===== config.mk =====
export PLATFORM = sky130hd
export DESIGN_NAME = regfile_mp_flat
export DESIGN_NICKNAME = d
export VERILOG_FILES = /design/src/rtl/regfile_mp_if.sv /design/src/rtl/regfile_mp.sv /design/src/flat_wrapper.sv
export SDC_FILE = /design/constraint.sdc
export NUM_CORES = 2
export LEC_CHECK = 0
export CORE_MARGIN = 4
export CORE_UTILIZATION = 55
export DETAILED_ROUTE_END_ITERATION = 16
export DONT_BUFFER_PORTS = 1
export GPL_TIMING_DRIVEN = 1
export PLACE_DENSITY = 0.71
export SYNTH_ARGS = -nofsm -noshare
export SYNTH_HDL_FRONTEND = slang
export SYNTH_SLANG_ARGS = --single-unit

===== constraint.sdc =====
create_clock -name clk_i -period 3.2 [get_ports clk_i]
set_input_delay 0.32 -clock clk_i [delete_from_list [all_inputs] [get_ports clk_i]]
set_output_delay 0.32 -clock clk_i [all_outputs]
set_load 0.01 [all_outputs]

===== src/rtl/regfile_mp_if.sv =====
// rtl/regfile_mp_if.sv - port bundle for the multi-port register file
//
// Purpose: groups the read, write, issue and scoreboard signals of regfile_mp.
// Ports (seen from the register file, modport slave):
//   raddr_i   NUM_RD*REGW  read addresses, port k at [k*REGW +: REGW]
//   rdata_o   NUM_RD*XLEN  combinational read data
//   busy_o    NUM_RD       addressed register has an outstanding producer
//   we_i      NUM_WR       per-port write enable
//   waddr_i   NUM_WR*REGW  write addresses
//   wdata_i   NUM_WR*XLEN  write data
//   iss_valid_i / iss_rd_i issuing instruction and its destination register
//   flush_i                clears every pending bit
//   pend_o    NO_OF_REGS   registered pending vector
interface regfile_mp_if #(
  parameter int XLEN       = 32,
  parameter int NO_OF_REGS = 32,
  parameter int NUM_RD     = 2,
  parameter int NUM_WR     = 1,
  parameter int REGW       = $clog2(NO_OF_REGS)
);
  logic [NUM_RD*REGW-1:0] raddr_i;
  logic [NUM_RD*XLEN-1:0] rdata_o;
  logic [NUM_RD-1:0]      busy_o;
  logic [NUM_WR-1:0]      we_i;
  logic [NUM_WR*REGW-1:0] waddr_i;
  logic [NUM_WR*XLEN-1:0] wdata_i;
  logic                   iss_valid_i;
  logic [REGW-1:0]        iss_rd_i;
  logic                   flush_i;
  logic [NO_OF_REGS-1:0]  pend_o;

  modport slave (
    input  raddr_i, we_i, waddr_i, wdata_i, iss_valid_i, iss_rd_i, flush_i,
    output rdata_o, busy_o, pend_o
  );

  modport master (
    output raddr_i, we_i, waddr_i, wdata_i, iss_valid_i, iss_rd_i, flush_i,
    input  rdata_o, busy_o, pend_o
  );
endinterface


===== src/rtl/regfile_mp.sv =====
// rtl/regfile_mp.sv - multi-port register file with write bypass and pending scoreboard
//
// Purpose: NO_OF_REGS x XLEN register file (x0 hardwired to zero) with NUM_RD
// combinational read ports, NUM_WR write ports (highest index wins on a
// collision), optional same-cycle write-to-read forwarding, and a per-register
// pending bit set on issue and cleared on writeback.
// Ports:
//   clk_i   clock, all state updates on the rising edge
//   rst_ni  synchronous active-low reset
//   rf      regfile_mp_if.slave bundle (reads, writes, issue, flush, pend_o)
module regfile_mp #(
  parameter int XLEN       = 32,
  parameter int NO_OF_REGS = 32,
  parameter int NUM_RD     = 2,
  parameter int NUM_WR     = 1,
  parameter int BYPASS     = 1,
  parameter int REGW       = $clog2(NO_OF_REGS)
) (
  input  logic         clk_i,
  input  logic         rst_ni,
  regfile_mp_if.slave  rf
);

  // One extra bit so NO_OF_REGS itself is representable for the range check.
  localparam logic [REGW:0] NREGS = (REGW+1)'(NO_OF_REGS);

  function automatic logic valid_addr(input logic [REGW-1:0] a);
    return (a != '0) && ({1'b0, a} < NREGS);
  endfunction

  logic [XLEN-1:0]       regs_q [NO_OF_REGS];
  logic [XLEN-1:0]       regs_d [NO_OF_REGS];
  logic [NO_OF_REGS-1:0] pend_q;
  logic [NO_OF_REGS-1:0] pend_d;

  logic [REGW-1:0] wa [NUM_WR];
  logic [XLEN-1:0] wd [NUM_WR];
  logic [REGW-1:0] ra [NUM_RD];

  for (genvar p = 0; p < NUM_WR; p++) begin : g_wunpack
    assign wa[p] = rf.waddr_i[p*REGW +: REGW];
    assign wd[p] = rf.wdata_i[p*XLEN +: XLEN];
  end

  for (genvar k = 0; k < NUM_RD; k++) begin : g_runpack
    assign ra[k] = rf.raddr_i[k*REGW +: REGW];
  end

  // Ports are applied in ascending order so the highest index lands last.
  // The issue set is applied after clears and flush: the newer producer wins.
  always_comb begin
    regs_d = regs_q;
    pend_d = pend_q;
    for (int p = 0; p < NUM_WR; p++) begin
      if (rf.we_i[p] && valid_addr(wa[p])) begin
        regs_d[wa[p]] = wd[p];
        pend_d[wa[p]] = 1'b0;
      end
    end
    if (rf.flush_i) begin
      pend_d = '0;
    end
    if (rf.iss_valid_i && valid_addr(rf.iss_rd_i)) begin
      pend_d[rf.iss_rd_i] = 1'b1;
    end
    pend_d[0] = 1'b0;
  end

  always_ff @(posedge clk_i) begin
    if (!rst_ni) begin
      regs_q <= '{default: '0};
      pend_q <= '0;
    end else begin
      regs_q <= regs_d;
      pend_q <= pend_d;
    end
  end

  for (genvar k = 0; k < NUM_RD; k++) begin : g_rd
    logic            hit;
    logic [XLEN-1:0] val;
    logic            ok;

    // Forward from the highest matching enabled write port when bypassing.
    always_comb begin
      hit = 1'b0;
      val = regs_q[ra[k]];
      for (int p = 0; p < NUM_WR; p++) begin
        if ((BYPASS != 0) && rf.we_i[p] && (wa[p] == ra[k])) begin
          hit = 1'b1;
          val = wd[p];
        end
      end
    end

    assign ok                          = valid_addr(ra[k]);
    assign rf.rdata_o[k*XLEN +: XLEN]  = ok ? val : '0;
    assign rf.busy_o[k]                = ok & pend_q[ra[k]] & ~hit;
  end

  assign rf.pend_o = pend_q;

endmodule

===== src/flat_wrapper.sv =====
// flat-port wrapper written by rule: the top's interface ports become plain ports
module regfile_mp_flat 
#(
  parameter int XLEN       = 32,
  parameter int NO_OF_REGS = 32,
  parameter int NUM_RD     = 2,
  parameter int NUM_WR     = 1,
  parameter int BYPASS     = 1,
  parameter int REGW       = $clog2(NO_OF_REGS)
)
  (clk_i, rst_ni, rf_raddr_i, rf_we_i, rf_waddr_i, rf_wdata_i, rf_iss_valid_i, rf_iss_rd_i, rf_flush_i, rf_rdata_o, rf_busy_o, rf_pend_o);
  regfile_mp_if #(.XLEN(XLEN), .NO_OF_REGS(NO_OF_REGS), .NUM_RD(NUM_RD), .NUM_WR(NUM_WR), .REGW(REGW)) rf_i ();
  input  logic clk_i;
  input  logic rst_ni;
  input wire logic [$bits(rf_i.raddr_i)-1:0] rf_raddr_i;
  input wire logic [$bits(rf_i.we_i)-1:0] rf_we_i;
  input wire logic [$bits(rf_i.waddr_i)-1:0] rf_waddr_i;
  input wire logic [$bits(rf_i.wdata_i)-1:0] rf_wdata_i;
  input wire logic [$bits(rf_i.iss_valid_i)-1:0] rf_iss_valid_i;
  input wire logic [$bits(rf_i.iss_rd_i)-1:0] rf_iss_rd_i;
  input wire logic [$bits(rf_i.flush_i)-1:0] rf_flush_i;
  output wire logic [$bits(rf_i.rdata_o)-1:0] rf_rdata_o;
  output wire logic [$bits(rf_i.busy_o)-1:0] rf_busy_o;
  output wire logic [$bits(rf_i.pend_o)-1:0] rf_pend_o;
  assign rf_i.raddr_i = rf_raddr_i;
  assign rf_i.we_i = rf_we_i;
  assign rf_i.waddr_i = rf_waddr_i;
  assign rf_i.wdata_i = rf_wdata_i;
  assign rf_i.iss_valid_i = rf_iss_valid_i;
  assign rf_i.iss_rd_i = rf_iss_rd_i;
  assign rf_i.flush_i = rf_flush_i;
  assign rf_rdata_o = rf_i.rdata_o;
  assign rf_busy_o = rf_i.busy_o;
  assign rf_pend_o = rf_i.pend_o;
  regfile_mp #(.XLEN(XLEN), .NO_OF_REGS(NO_OF_REGS), .NUM_RD(NUM_RD), .NUM_WR(NUM_WR), .BYPASS(BYPASS), .REGW(REGW)) u_core (.clk_i(clk_i), .rst_ni(rst_ni), .rf(rf_i));
endmodule

==> qor.yml <==
outcome:
  status: "finished with violations"
  violations: "slew limit, setup timing"
route:
  wl_met3_um: 38900
  wl_met1_um: 80900
  wl_um: 237000
  drc: 0
  routed-wl-met2_um: 96900
  dr_total_vias: 54100
  drtIter0Drc: 9013
  viasPerCell: 6.81
  ant_nets: 0
  first_pass_iters: 9
  top_layer_used: "met5"
  wl_per_cell_um: 29.8
die:
  rows: 117
  die_y_um: 329
  core_area_um2: 102000
  io_pins: 155
  initial_core_util_pct: 55.5
  die_width_um: 329
  die_area_um2: 108000
setup_path:
  cp_num_buf_inv: 2
  crit_end: "rf_rdata_o[29]"
  r2r-start: "u_core.regs_q[34]"
  reg2reg_depth: 3
  start_kind: "primary input"
  crit_top_cell: "nand3_1"
  cp.required_ns: 2.88
  worstReg2RegEnd: "u_core.regs_q[34]"
  worst-path-stages: 5
  path_class: "primary input to primary output"
  crit_chain: "inv_1, nand3_1, buf_4, nand3_1, o21ai_1"
  crit_path_start: "rf_raddr_i[0]"
  crit_path_max_incr_delay_ns: 0.67
  endpoint_kind: "primary output"
  r2r_setup_slack_ns: 1.83
  crit_slowest_cell: "inv_1"
  critPathMaxFanout: 321
  worst-endpoint-arrival_ns: 3.38
  cpLargestDelayFamily: "buffers and inverters"
timing:
  slew_violations: 85
  min_period_ns: 3.70
  tightest_slew_ns: 1.59
  fin_worst_skew_ns: 0
  hold_viol: 0
  relSlewSlack_pct: -5.84
  finalSetupTns_ns: -6.47
  rsz0062_at_grt: "no"
  finalCritPeriodShare_pct: 116
  setup_viol: 28
  setup_slack_ns: -0.499
  fmax_ghz: 0.270
clock_tree:
  clk_path_buf_depth: 3
  cts-root-buf: "clkbuf_16"
  clk_pin_slew_ns: 0.06
  cts_tree: "built"
  clock_latency_ns: 0.70
  cts.htree.levels: 3
  cts_sinks: 1055
  post_cts_buffers: 0
  cts_made_buffers: 113
synth:
  synthArstFlopShare_pct: 0
  synth_top_family_by_area: "multiplexers"
  synth.ff_latch_count: 1055
  muxShareOfSynthArea_pct: 21.6
  yosys.area.top_type: "dfxtp_1"
  syn-num-nets: 6299
  synth.cell_area_um2: 56700
  synth-compound-area-share_pct: 18.2
  yosys.area_share.simple_pct: 17.5
  synthCells: 6242
  synth_top_area_share_pct: 37.3
  yosysWarnings: 0
  synthXorXnorAreaFrac_pct: 0.155
  seq_area_frac_synth_pct: 37.3
  synth-main-ff-cell: "dfxtp_1"
  yosysMostFrequentCell: "nand2_1"
  synthTopCellsByCount: "nand2_1, dfxtp_1, a21boi_0"
  synth_fa_ha_area_share_pct: 0
  synth_edf_count: 0
  synth_area_leaders: "dfxtp_1, mux4_2, nand2_1"
  synth.distinct_cells: 62
  avgSynthCellArea_um2: 9.08
global_route:
  grt_pass1_wl_um: 343000
  grt_max_degree: 538
  grt_antenna_before_repair: 16
  grt-ovfl-total: 0
  grt_pass1_vias: 52400
  track_usage_pct: 42.5
cells_and_area:
  multi_input_area_um2: 32900
  syn_to_final_growth_pct: 19.8
  seq_area_um2: 21100
  instances_no_fill: 7954
  layout-drive-gt1-share_pct: 14.7
  fin_nets: 6540
  fillers: 7682
power:
  leakage_nw: 23.8
  peakVddDrop_mv: 0.376
  p_per_area_nw_per_um2: 440
placement:
  preCtsSetupSlack_ns: 0.371
  placed_cells: 7100
  place.gp.congestion: 0.983
  portBuffers: 0
  dp_hpwl_um: 129000
run:
  drv_cap: 0
min_path:
  min_path_type: "primary input to flop"
sequential cells by signal, summed over array words and instances, names as in the netlist:
signal            flops
u_core.rf.pend_o     31
u_core.regs_q      1024
through the flow:
stage	power [mW]	instance area (um^2)	hold WS, ns	utilization (%)
floorplan	15.4	56700	0.442	-
global placement	15.3	57100	0.449	56.0
detailed placement	15.3	57100	0.461	56.0
CTS	29.6	67800	0.0155	66.5
global route	30.3	67800	0.0451	66.5
finish	29.8	67900	0.0491	66.5
how the worst min path moves through the flow:
stage,from,end,slack (ns),depth (start not counted)
floorplan,u_core.regs_q[897],u_core.regs_q[897],0.44,2
global placement,u_core.regs_q[903],u_core.regs_q[903],0.45,2
detailed placement,u_core.regs_q[483],u_core.regs_q[483],0.46,2
CTS,rf_iss_rd_i[3],u_core.rf.pend_o[26],0.02,4
global route,rst_ni,u_core.regs_q[818],0.05,2
finish,rst_ni,u_core.regs_q[624],0.05,2
area by class of cell:
cell class              count  share of cell area [%]
multi-input cells        4517                    48.5
flip-flops and latches   1055                    31.1
repair buffers            787                    11.9
clock buffers             168                    5.04
well taps                1368                    2.52
clock inverters            39                   0.808
inverters                   9                  0.0498
diodes                     11                  0.0406
routing by layer:
| layer | up-vias | global-route usage [%] |
|---|---|---|
| li1 | 22300 | - |
| met1 | 25900 | 52.3 |
| met2 | 4534 | 59.9 |
| met3 | 1308 | 18.0 |
| met4 | 16 | 30.1 |
| met5 | - | 0 |
placed cells by master (no fill, tap or decap), drive strengths merged, types with 5 or more instances in the layout:
| cell | Yosys | routed |
|---|---|---|
| a211oi | 52 | 52 |
| a21boi | 992 | 992 |
| a21oi | 46 | 46 |
| a221o | 19 | 19 |
| a221oi | 38 | 38 |
| a22oi | 34 | 34 |
| a31oi | 5 | 5 |
| a32o | 14 | 14 |
| a32oi | 33 | 33 |
| and2 | 62 | 62 |
| buf | 190 | 186 |
| bufinv | 0 | 13 |
| clkbuf | 471 | 168 |
| clkinv | 2 | 21 |
| clkinvlp | 0 | 5 |
| dfxtp | 1055 | 1055 |
| diode | 0 | 11 |
| dlygate4sd3 | 0 | 601 |
| inv | 7 | 9 |
| mux2 | 50 | 50 |
| mux2i | 128 | 128 |
| mux4 | 461 | 461 |
| nand2 | 2085 | 2085 |
| nand2b | 27 | 27 |
| nand3 | 29 | 29 |
| nor2 | 123 | 123 |
| nor2b | 53 | 53 |
| nor3 | 59 | 59 |
| nor4 | 18 | 18 |
| o21ai | 44 | 44 |
| o221ai | 10 | 10 |
| o22ai | 86 | 86 |
| or2 | 6 | 6 |
| xnor2 | 8 | 8 |
power by group:
part | switching, mW | total (mW) | internal, mW
Sequential | 0.0752 | 13.3 | 13.2
Clock | 5.76 | 14.1 | 8.38
Combinational | 1.37 | 2.40 | 1.03
Total | 7.20 | 29.8 | 22.6
kinds of logic (layout without fill, tap and decap cells):
family	Yosys count	count (layout)
AND/OR/NAND/NOR	2477	2477
AO/OA/AOI/OAI	1390	1390
flip-flops	1055	1055
buffers and inverters	670	1003
multiplexers	639	639
XOR/XNOR	10	10
other	1	12
timing repair:
action | in CTS | in global routing
hold buffers | 636 | 0
hold endpoints to repair | 1054 | 0
setup endpoints to repair | 0 | 15
gates resized for setup | 0 | 3
Note: power is estimated with default switching activity, not from simulation.
